File: config.mk
export PLATFORM = sky130hd
export DESIGN_NAME = blink_sched
export DESIGN_NICKNAME = d
export VERILOG_FILES = /design/src/rtl/blink_sched.sv
export SDC_FILE = /design/constraint.sdc
export NUM_CORES = 1
export LEC_CHECK = 0
export ABC_AREA = 1
export CELL_PAD_IN_SITES_DETAIL_PLACEMENT = 1
export CELL_PAD_IN_SITES_GLOBAL_PLACEMENT = 1
export CORE_MARGIN = 10
export CORE_UTILIZATION = 27
export DETAILED_ROUTE_END_ITERATION = 8
export GPL_ROUTABILITY_DRIVEN = 0
export PLACE_DENSITY_LB_ADDON = 0.1
export SLEW_MARGIN = 40
export SYNTH_ARGS = -nofsm -noshare
export SYNTH_HDL_FRONTEND = slang
export SYNTH_SLANG_ARGS = --single-unit
File: constraint.sdc
create_clock -name clk -period 4.8 [get_ports clk]
set_input_delay 0.96 -clock clk [delete_from_list [all_inputs] [get_ports clk]]
set_output_delay 0.96 -clock clk [all_outputs]
set_load 0.03 [all_outputs]
File: src/rtl/blink_sched.sv
// Round-robin LED blink scheduler: grants one requester at a time and plays
// its burst of N on/off blinks of P cycles each, followed by a P-cycle gap.
module blink_sched #(
    parameter int NREQ  = 4,
    parameter int CBITS = 8,
    parameter int NBITS = 4
) (
    input  logic                    clk,
    input  logic                    rst,
    input  logic [NREQ-1:0]         req,
    input  logic [NREQ*NBITS-1:0]   cnt_i,
    input  logic [CBITS-1:0]        period,
    output logic [NREQ-1:0]         grant,
    output logic                    busy,
    output logic                    led,
    output logic                    done,
    output logic [$clog2(NREQ)-1:0] done_id
);

    localparam int IW = $clog2(NREQ);
    localparam logic [IW-1:0] PTR_RST = IW'(NREQ - 1);

    typedef enum logic [1:0] {
        IDLE,
        ON,
        OFF,
        GAP
    } state_t;

    state_t           state, state_nxt;
    logic [CBITS-1:0] timer, timer_nxt;
    logic [CBITS-1:0] plen, plen_nxt;
    logic [NBITS-1:0] remaining, remaining_nxt;
    logic [IW-1:0]    ptr, ptr_nxt;
    logic [NREQ-1:0]  grant_nxt;
    logic             busy_nxt, led_nxt, done_nxt;
    logic [IW-1:0]    done_id_nxt;

    logic [IW:0]      pick;
    logic             pick_vld;
    logic [IW-1:0]    pick_idx;
    logic [NBITS-1:0] cnt_sel;
    logic             phase_end;

    // A programmed period of zero behaves as a one-cycle phase.
    function automatic logic [CBITS-1:0] eff_period(input logic [CBITS-1:0] p);
        return (p == '0) ? CBITS'(1) : p;
    endfunction

    // First set request strictly after the pointer, wrapping; MSB flags a hit.
    function automatic logic [IW:0] rr_pick(input logic [NREQ-1:0] r,
                                            input logic [IW-1:0]   p);
        logic [IW:0]   res;
        logic [IW-1:0] cand;
        res  = '0;
        cand = p;
        for (int k = 1; k <= NREQ; k++) begin
            cand = IW'((int'(p) + k) % NREQ);
            if (!res[IW] && r[cand]) res = {1'b1, cand};
        end
        return res;
    endfunction

    function automatic logic [NREQ-1:0] onehot(input logic [IW-1:0] i);
        logic [NREQ-1:0] v;
        v    = '0;
        v[i] = 1'b1;
        return v;
    endfunction

    assign pick      = rr_pick(req, ptr);
    assign pick_vld  = pick[IW];
    assign pick_idx  = pick[IW-1:0];
    assign cnt_sel   = cnt_i[int'(pick_idx)*NBITS +: NBITS];
    assign phase_end = (timer == plen - CBITS'(1));

    always_ff @(posedge clk or posedge rst) begin
        if (rst) begin
            state     <= IDLE;
            timer     <= '0;
            plen      <= CBITS'(1);
            remaining <= '0;
            ptr       <= PTR_RST;
            grant     <= '0;
            busy      <= 1'b0;
            led       <= 1'b0;
            done      <= 1'b0;
            done_id   <= '0;
        end else begin
            state     <= state_nxt;
            timer     <= timer_nxt;
            plen      <= plen_nxt;
            remaining <= remaining_nxt;
            ptr       <= ptr_nxt;
            grant     <= grant_nxt;
            busy      <= busy_nxt;
            led       <= led_nxt;
            done      <= done_nxt;
            done_id   <= done_id_nxt;
        end
    end

    always_comb begin
        state_nxt     = state;
        timer_nxt     = timer;
        plen_nxt      = plen;
        remaining_nxt = remaining;
        ptr_nxt       = ptr;
        grant_nxt     = grant;
        busy_nxt      = busy;
        led_nxt       = led;
        done_nxt      = 1'b0;
        done_id_nxt   = done_id;

        case (state)
            IDLE: begin
                if (pick_vld) begin
                    grant_nxt = onehot(pick_idx);
                    busy_nxt  = 1'b1;
                    ptr_nxt   = pick_idx;
                    plen_nxt  = eff_period(period);
                    timer_nxt = '0;
                    if (cnt_sel != '0) begin
                        state_nxt     = ON;
                        led_nxt       = 1'b1;
                        remaining_nxt = cnt_sel;
                    end else begin
                        state_nxt = GAP;
                        led_nxt   = 1'b0;
                    end
                end
            end

            ON: begin
                if (phase_end) begin
                    timer_nxt = '0;
                    led_nxt   = 1'b0;
                    state_nxt = OFF;
                end else begin
                    timer_nxt = timer + CBITS'(1);
                end
            end

            OFF: begin
                if (phase_end) begin
                    timer_nxt = '0;
                    if (remaining > NBITS'(1)) begin
                        remaining_nxt = remaining - NBITS'(1);
                        led_nxt       = 1'b1;
                        state_nxt     = ON;
                    end else begin
                        state_nxt = GAP;
                    end
                end else begin
                    timer_nxt = timer + CBITS'(1);
                end
            end

            GAP: begin
                // The done pulse lands on the first IDLE cycle, which may also arbitrate.
                if (phase_end) begin
                    timer_nxt   = '0;
                    state_nxt   = IDLE;
                    grant_nxt   = '0;
                    busy_nxt    = 1'b0;
                    done_nxt    = 1'b1;
                    done_id_nxt = ptr;
                end else begin
                    timer_nxt = timer + CBITS'(1);
                end
            end

            default: begin
                state_nxt = IDLE;
                grant_nxt = '0;
                busy_nxt  = 1'b0;
                led_nxt   = 1'b0;
            end
        endcase
    end

`ifndef SYNTHESIS
    a_grant_onehot: assert property (@(posedge clk) disable iff (rst) $onehot0(grant));
    a_led_only_on:  assert property (@(posedge clk) disable iff (rst) led |-> (state == ON));
    a_busy_grant:   assert property (@(posedge clk) disable iff (rst) busy == (grant != '0));
`endif

endmodule

==> Implementation_results.wiki <==
{| class="wikitable"
! Metric !! Value
|-
| Sequential cell area || 830 sq um
|-
| H-tree depth || 2
|-
| Combinational family with the most area after synthesis || simple AND/OR/NAND/NOR gates
|-
| Starting utilization of the core area || 27.7%
|-
| Final number of setup-violating endpoints || 0
|-
| Netlist area before placement || between 2000 and 2500 sq um
|-
| Detailed-route DRC error count || 0
|-
| Count of antenna-violating nets left after detailed routing || 0
|-
| CTS root buffer || sky130_fd_sc_hd__clkbuf_8
|-
| Lkg Pwr || 1.43 nW
|-
| Worst supply voltage drop on vdd || 389 uV
|-
| Proportion of power drawn by flip-flops and latches || 21.5%
|-
| Y dimension of the die || approximately 110 um
|-
| Area fraction in and, or, nand and nor cells after synthesis || a little under two fifths
|-
| Synthesized area divided by synthesized cell count || 7.38 sq um
|-
| Setup bufs post-CTS || 0
|-
| Max-slew headroom || 69.1%
|-
| Required time at the worst-slack endpoint || around 5000 ps
|-
| Crit path launch type || primary input
|-
| Largest net degree at the start of global routing || 34
|-
| Count of state elements after synthesis || 33
|-
| Synth async-reset ratio || 100%
|-
| Number of buffers inserted during clock tree synthesis || 5
|-
| Post-synth EDFFs || 0
|-
| CTS tree || built
|-
| Dpl cells || 469
|-
| Switching share of total power || 52.3%
|-
| Pre-antenna DRT Iters || 4
|-
| Port-buffer cells || 38
|-
| Number of gates resized after CTS || 0
|-
| Routed len/inst || roughly 14 um
|-
| Setup repair after global routing missed its margin || false
|-
| Number of nets in the layout || 407
|-
| Number of cells in the finished layout apart from fillers || 477
|-
| Power per cell area || 798 nW/um^2
|-
| Total of fill cells in the finished design || 1095
|-
| Commonest register cell after synthesis || sky130_fd_sc_hd__dfrtp_1
|-
| Most area-consuming cells after synthesis || sky130_fd_sc_hd__dfrtp_1 31%, sky130_fd_sc_hd__nand2_1 18%, sky130_fd_sc_hd__inv_1 5.0%
|-
| Slew of the pin with the lowest slew margin || about 460 ps
|-
| Overall via count from detail_route || 2215
|-
| Number of pins with negative max-slew slack in the final report || 0
|-
| Fin Clk Skew || 4.90 ps
|-
| Total area of multi-input combinational cells || 1410 sq um
|-
| Routed wire length || ~6500 um
|-
| Internal power || 1.15 mW
|-
| Dpl hpwl || 5330 um
|-
| Overall Global Routing Usage || 10.6%
|-
| Type of the most critical hold path || register to register
|-
| Clk sink count || 33
|-
| Max cap viols || 0
|-
| Post-layout minimum cycle time || 2940 ps
|-
| Most frequently used cell type in the post-synthesis netlist || sky130_fd_sc_hd__nand2_1
|-
| Share of cell area taken by muxes after synthesis || 0%
|-
| Overflow left after global routing || 0
|-
| Share of the synthesized area in the top cell type || 31.3%
|-
| Portion of total power attributed to the clock network || 11.5%
|-
| Die Width || 114 um
|-
| Worst skew pair latency || 280 ps
|-
| Sequential cell area fraction in the yosys report || 34.6%
|-
| Crit Path Category || primary input to register
|-
| Adder-cell share of the synthesized area || 4.69%
|-
| Number of instances in the synthesized netlist || approximately 330
|-
| Initial antenna violation count || 0
|-
| Overall die area || about 13000 sq um
|-
| Fraction of the mapped netlist area in compound gates || roughly a tenth
|-
| Hold violation count in the final report || 0
|-
| Final hold slack || between 400 and 500 ps
|-
| Peak fanout along the critical path || 11
|-
| Max Fclk || 340 MHz
|-
| Wire length of the first global-routing pass || 11600 um
|-
| Distinct cell type count of the synthesized netlist || 34
|-
| Run status || complete, no violations
|-
| CTS Buffer Depth || 2
|-
| Crit share post-route || 61.3%
|-
| Via-per-instance ratio || 4.64
|-
| Number of global-route vias before repair || 2418
|-
| Placeable core area || around 8700 sq um
|-
| Fraction of final layout cells with drive strength greater than 1 || 11.9%
|-
| Post-synth top area cell || sky130_fd_sc_hd__dfrtp_1
|-
| Worst Path Arrival || 3120 ps
|-
| Total negative setup slack || 0 ps
|-
| Cts-stage hold buffer count || 0
|-
| Switching power of the nets || 1.26 mW
|-
| Mapped Nets || 364
|-
| Initial drt markers || 69
|-
| I/O Pins || 39
|-
| Count of yosys warnings during synthesis || 0
|-
| Layout Area Growth over Synthesis || 25.9%
|-
| Post-Synth XOR/XNOR Area || 6.57%
|-
| Type of element capturing the critical path || register
|-
| Post-synth top cells || 113 x sky130_fd_sc_hd__nand2_1, 32 x sky130_fd_sc_hd__inv_1, 30 x sky130_fd_sc_hd__dfrtp_1, 19 x sky130_fd_sc_hd__o21ai_0, 17 x sky130_fd_sc_hd__nor2_1
|-
| Reg clk slew, reported paths || 70 ps
|-
| Antenna diode count || 0
|-
| Logic gate share of total power || 67.0%
|-
| Reg2Reg Setup Slack || ~2300 ps
|-
| Site Rows || 34
|}
## flip-flops by register name (all words and copies together) (netlist names)
signal / flops
busy: 1
state: 2
done_id: 2
remaining: 4
ptr: 2
plen: 8
led: 1
timer: 8
done: 1
grant: 4
## final cells by class
cell class / instances / area share [%]
Tap cell: 108 / 4.47
Timing Repair Buffer: 39 / 12.8
Sequential cell: 33 / 27.5
Clock buffer: 7 / 2.86
Multi-Input combinational cell: 252 / 46.6
Inverter: 37 / 4.76
Clock inverter: 1 / 0.994
## placed cells by master (no fill, tap or decap), types with 2 or more instances in the layout
cell type	netlist	layout
sky130_fd_sc_hd__a21oi_1	3	3
sky130_fd_sc_hd__a21oi_2	3	3
sky130_fd_sc_hd__clkbuf_8	0	6
sky130_fd_sc_hd__clkdlybuf4s50_1	0	38
sky130_fd_sc_hd__dfrtp_1	30	30
sky130_fd_sc_hd__dfstp_2	3	3
sky130_fd_sc_hd__ha_1	9	9
sky130_fd_sc_hd__inv_1	32	32
sky130_fd_sc_hd__inv_2	4	4
sky130_fd_sc_hd__nand2_1	113	113
sky130_fd_sc_hd__nand2_2	12	12
sky130_fd_sc_hd__nand2_4	3	3
sky130_fd_sc_hd__nand3_1	15	15
sky130_fd_sc_hd__nand3_4	4	4
sky130_fd_sc_hd__nand4_1	7	7
sky130_fd_sc_hd__nor2_1	17	17
sky130_fd_sc_hd__nor2_4	3	3
sky130_fd_sc_hd__nor3_1	3	3
sky130_fd_sc_hd__nor4_1	2	2
sky130_fd_sc_hd__o211ai_1	2	2
sky130_fd_sc_hd__o21a_1	2	2
sky130_fd_sc_hd__o21ai_0	19	19
sky130_fd_sc_hd__o22ai_1	9	9
sky130_fd_sc_hd__xnor2_1	6	6
sky130_fd_sc_hd__xor2_1	12	12
## worst max-delay path, cell delays in order
cell and delay [ps]:
sky130_fd_sc_hd__clkdlybuf4s50_1 490, sky130_fd_sc_hd__nand2_1 60, sky130_fd_sc_hd__nand2_1 110, sky130_fd_sc_hd__nand2_1 70, sky130_fd_sc_hd__nand2_2 110, sky130_fd_sc_hd__inv_2 60
sky130_fd_sc_hd__nand3_4 140, sky130_fd_sc_hd__inv_2 60, sky130_fd_sc_hd__nand2_1 310, sky130_fd_sc_hd__nand2_1 90, sky130_fd_sc_hd__inv_1 80, sky130_fd_sc_hd__nand2_1 60
sky130_fd_sc_hd__a21oi_2 280, sky130_fd_sc_hd__nand2_4 100, sky130_fd_sc_hd__nand2_1 70, sky130_fd_sc_hd__nand2_1 50
## metal layers
metal	up-vias	global-route usage, %	wire length, um
li1	1127	-	-
met1	1057	12.5	2950
met2	26	18.7	3280
met3	5	2.36	220
met4	0	3.01	73
met5	-	0	0
## metrics by stage
step           utilization [%]  power, mW  instance area (sq um)  setup WS, ps
3_5_place_dp              33.5       2.18                   2900          1530
3_3_place_gp              33.5       2.16                   2900          1600
6_report                  34.8       2.41                   3020          1860
4_1_cts                   34.8       2.47                   3020          1830
5_1_grt                   34.8       2.71                   3020          1540
2_1_floorplan                -       1.79                   2400          2460
## path summary, 6_finish.rpt
| check | startpoint | end | cells after the start |
|---|---|---|---|
| max | req[2] | remaining[0]$_DFFE_PP0P_ | 16 |
| min reg2reg | led$_DFFE_PP0P_ | led$_DFFE_PP0P_ | 2 |
| max in group asynchronous | rst | ptr[0]$_DFFE_PP1P_ | 3 |
| min in group asynchronous | rst | done$_DFF_PP0_ | 3 |
| max reg2reg | ptr[0]$_DFFE_PP1P_ | remaining[0]$_DFFE_PP0P_ | 15 |
| min | led$_DFFE_PP0P_ | led$_DFFE_PP0P_ | 2 |
## logic make-up after synthesis
kind of cell    Yosys count
simple gates            184
compound gates           41
buf+inv                  40
flops                    33
xor+xnor                 18
fa+ha+maj                 9
## power by group through the flow
stage	Combinational, mW	Sequential, mW	Clock, mW
3_3_place_gp	1.63	0.526	0
5_1_grt	1.87	0.544	0.297
4_1_cts	1.66	0.524	0.287
6_report	1.61	0.519	0.277
2_1_floorplan	1.26	0.526	0
3_5_place_dp	1.65	0.527	0
Power figures use the tool's default switching activity.
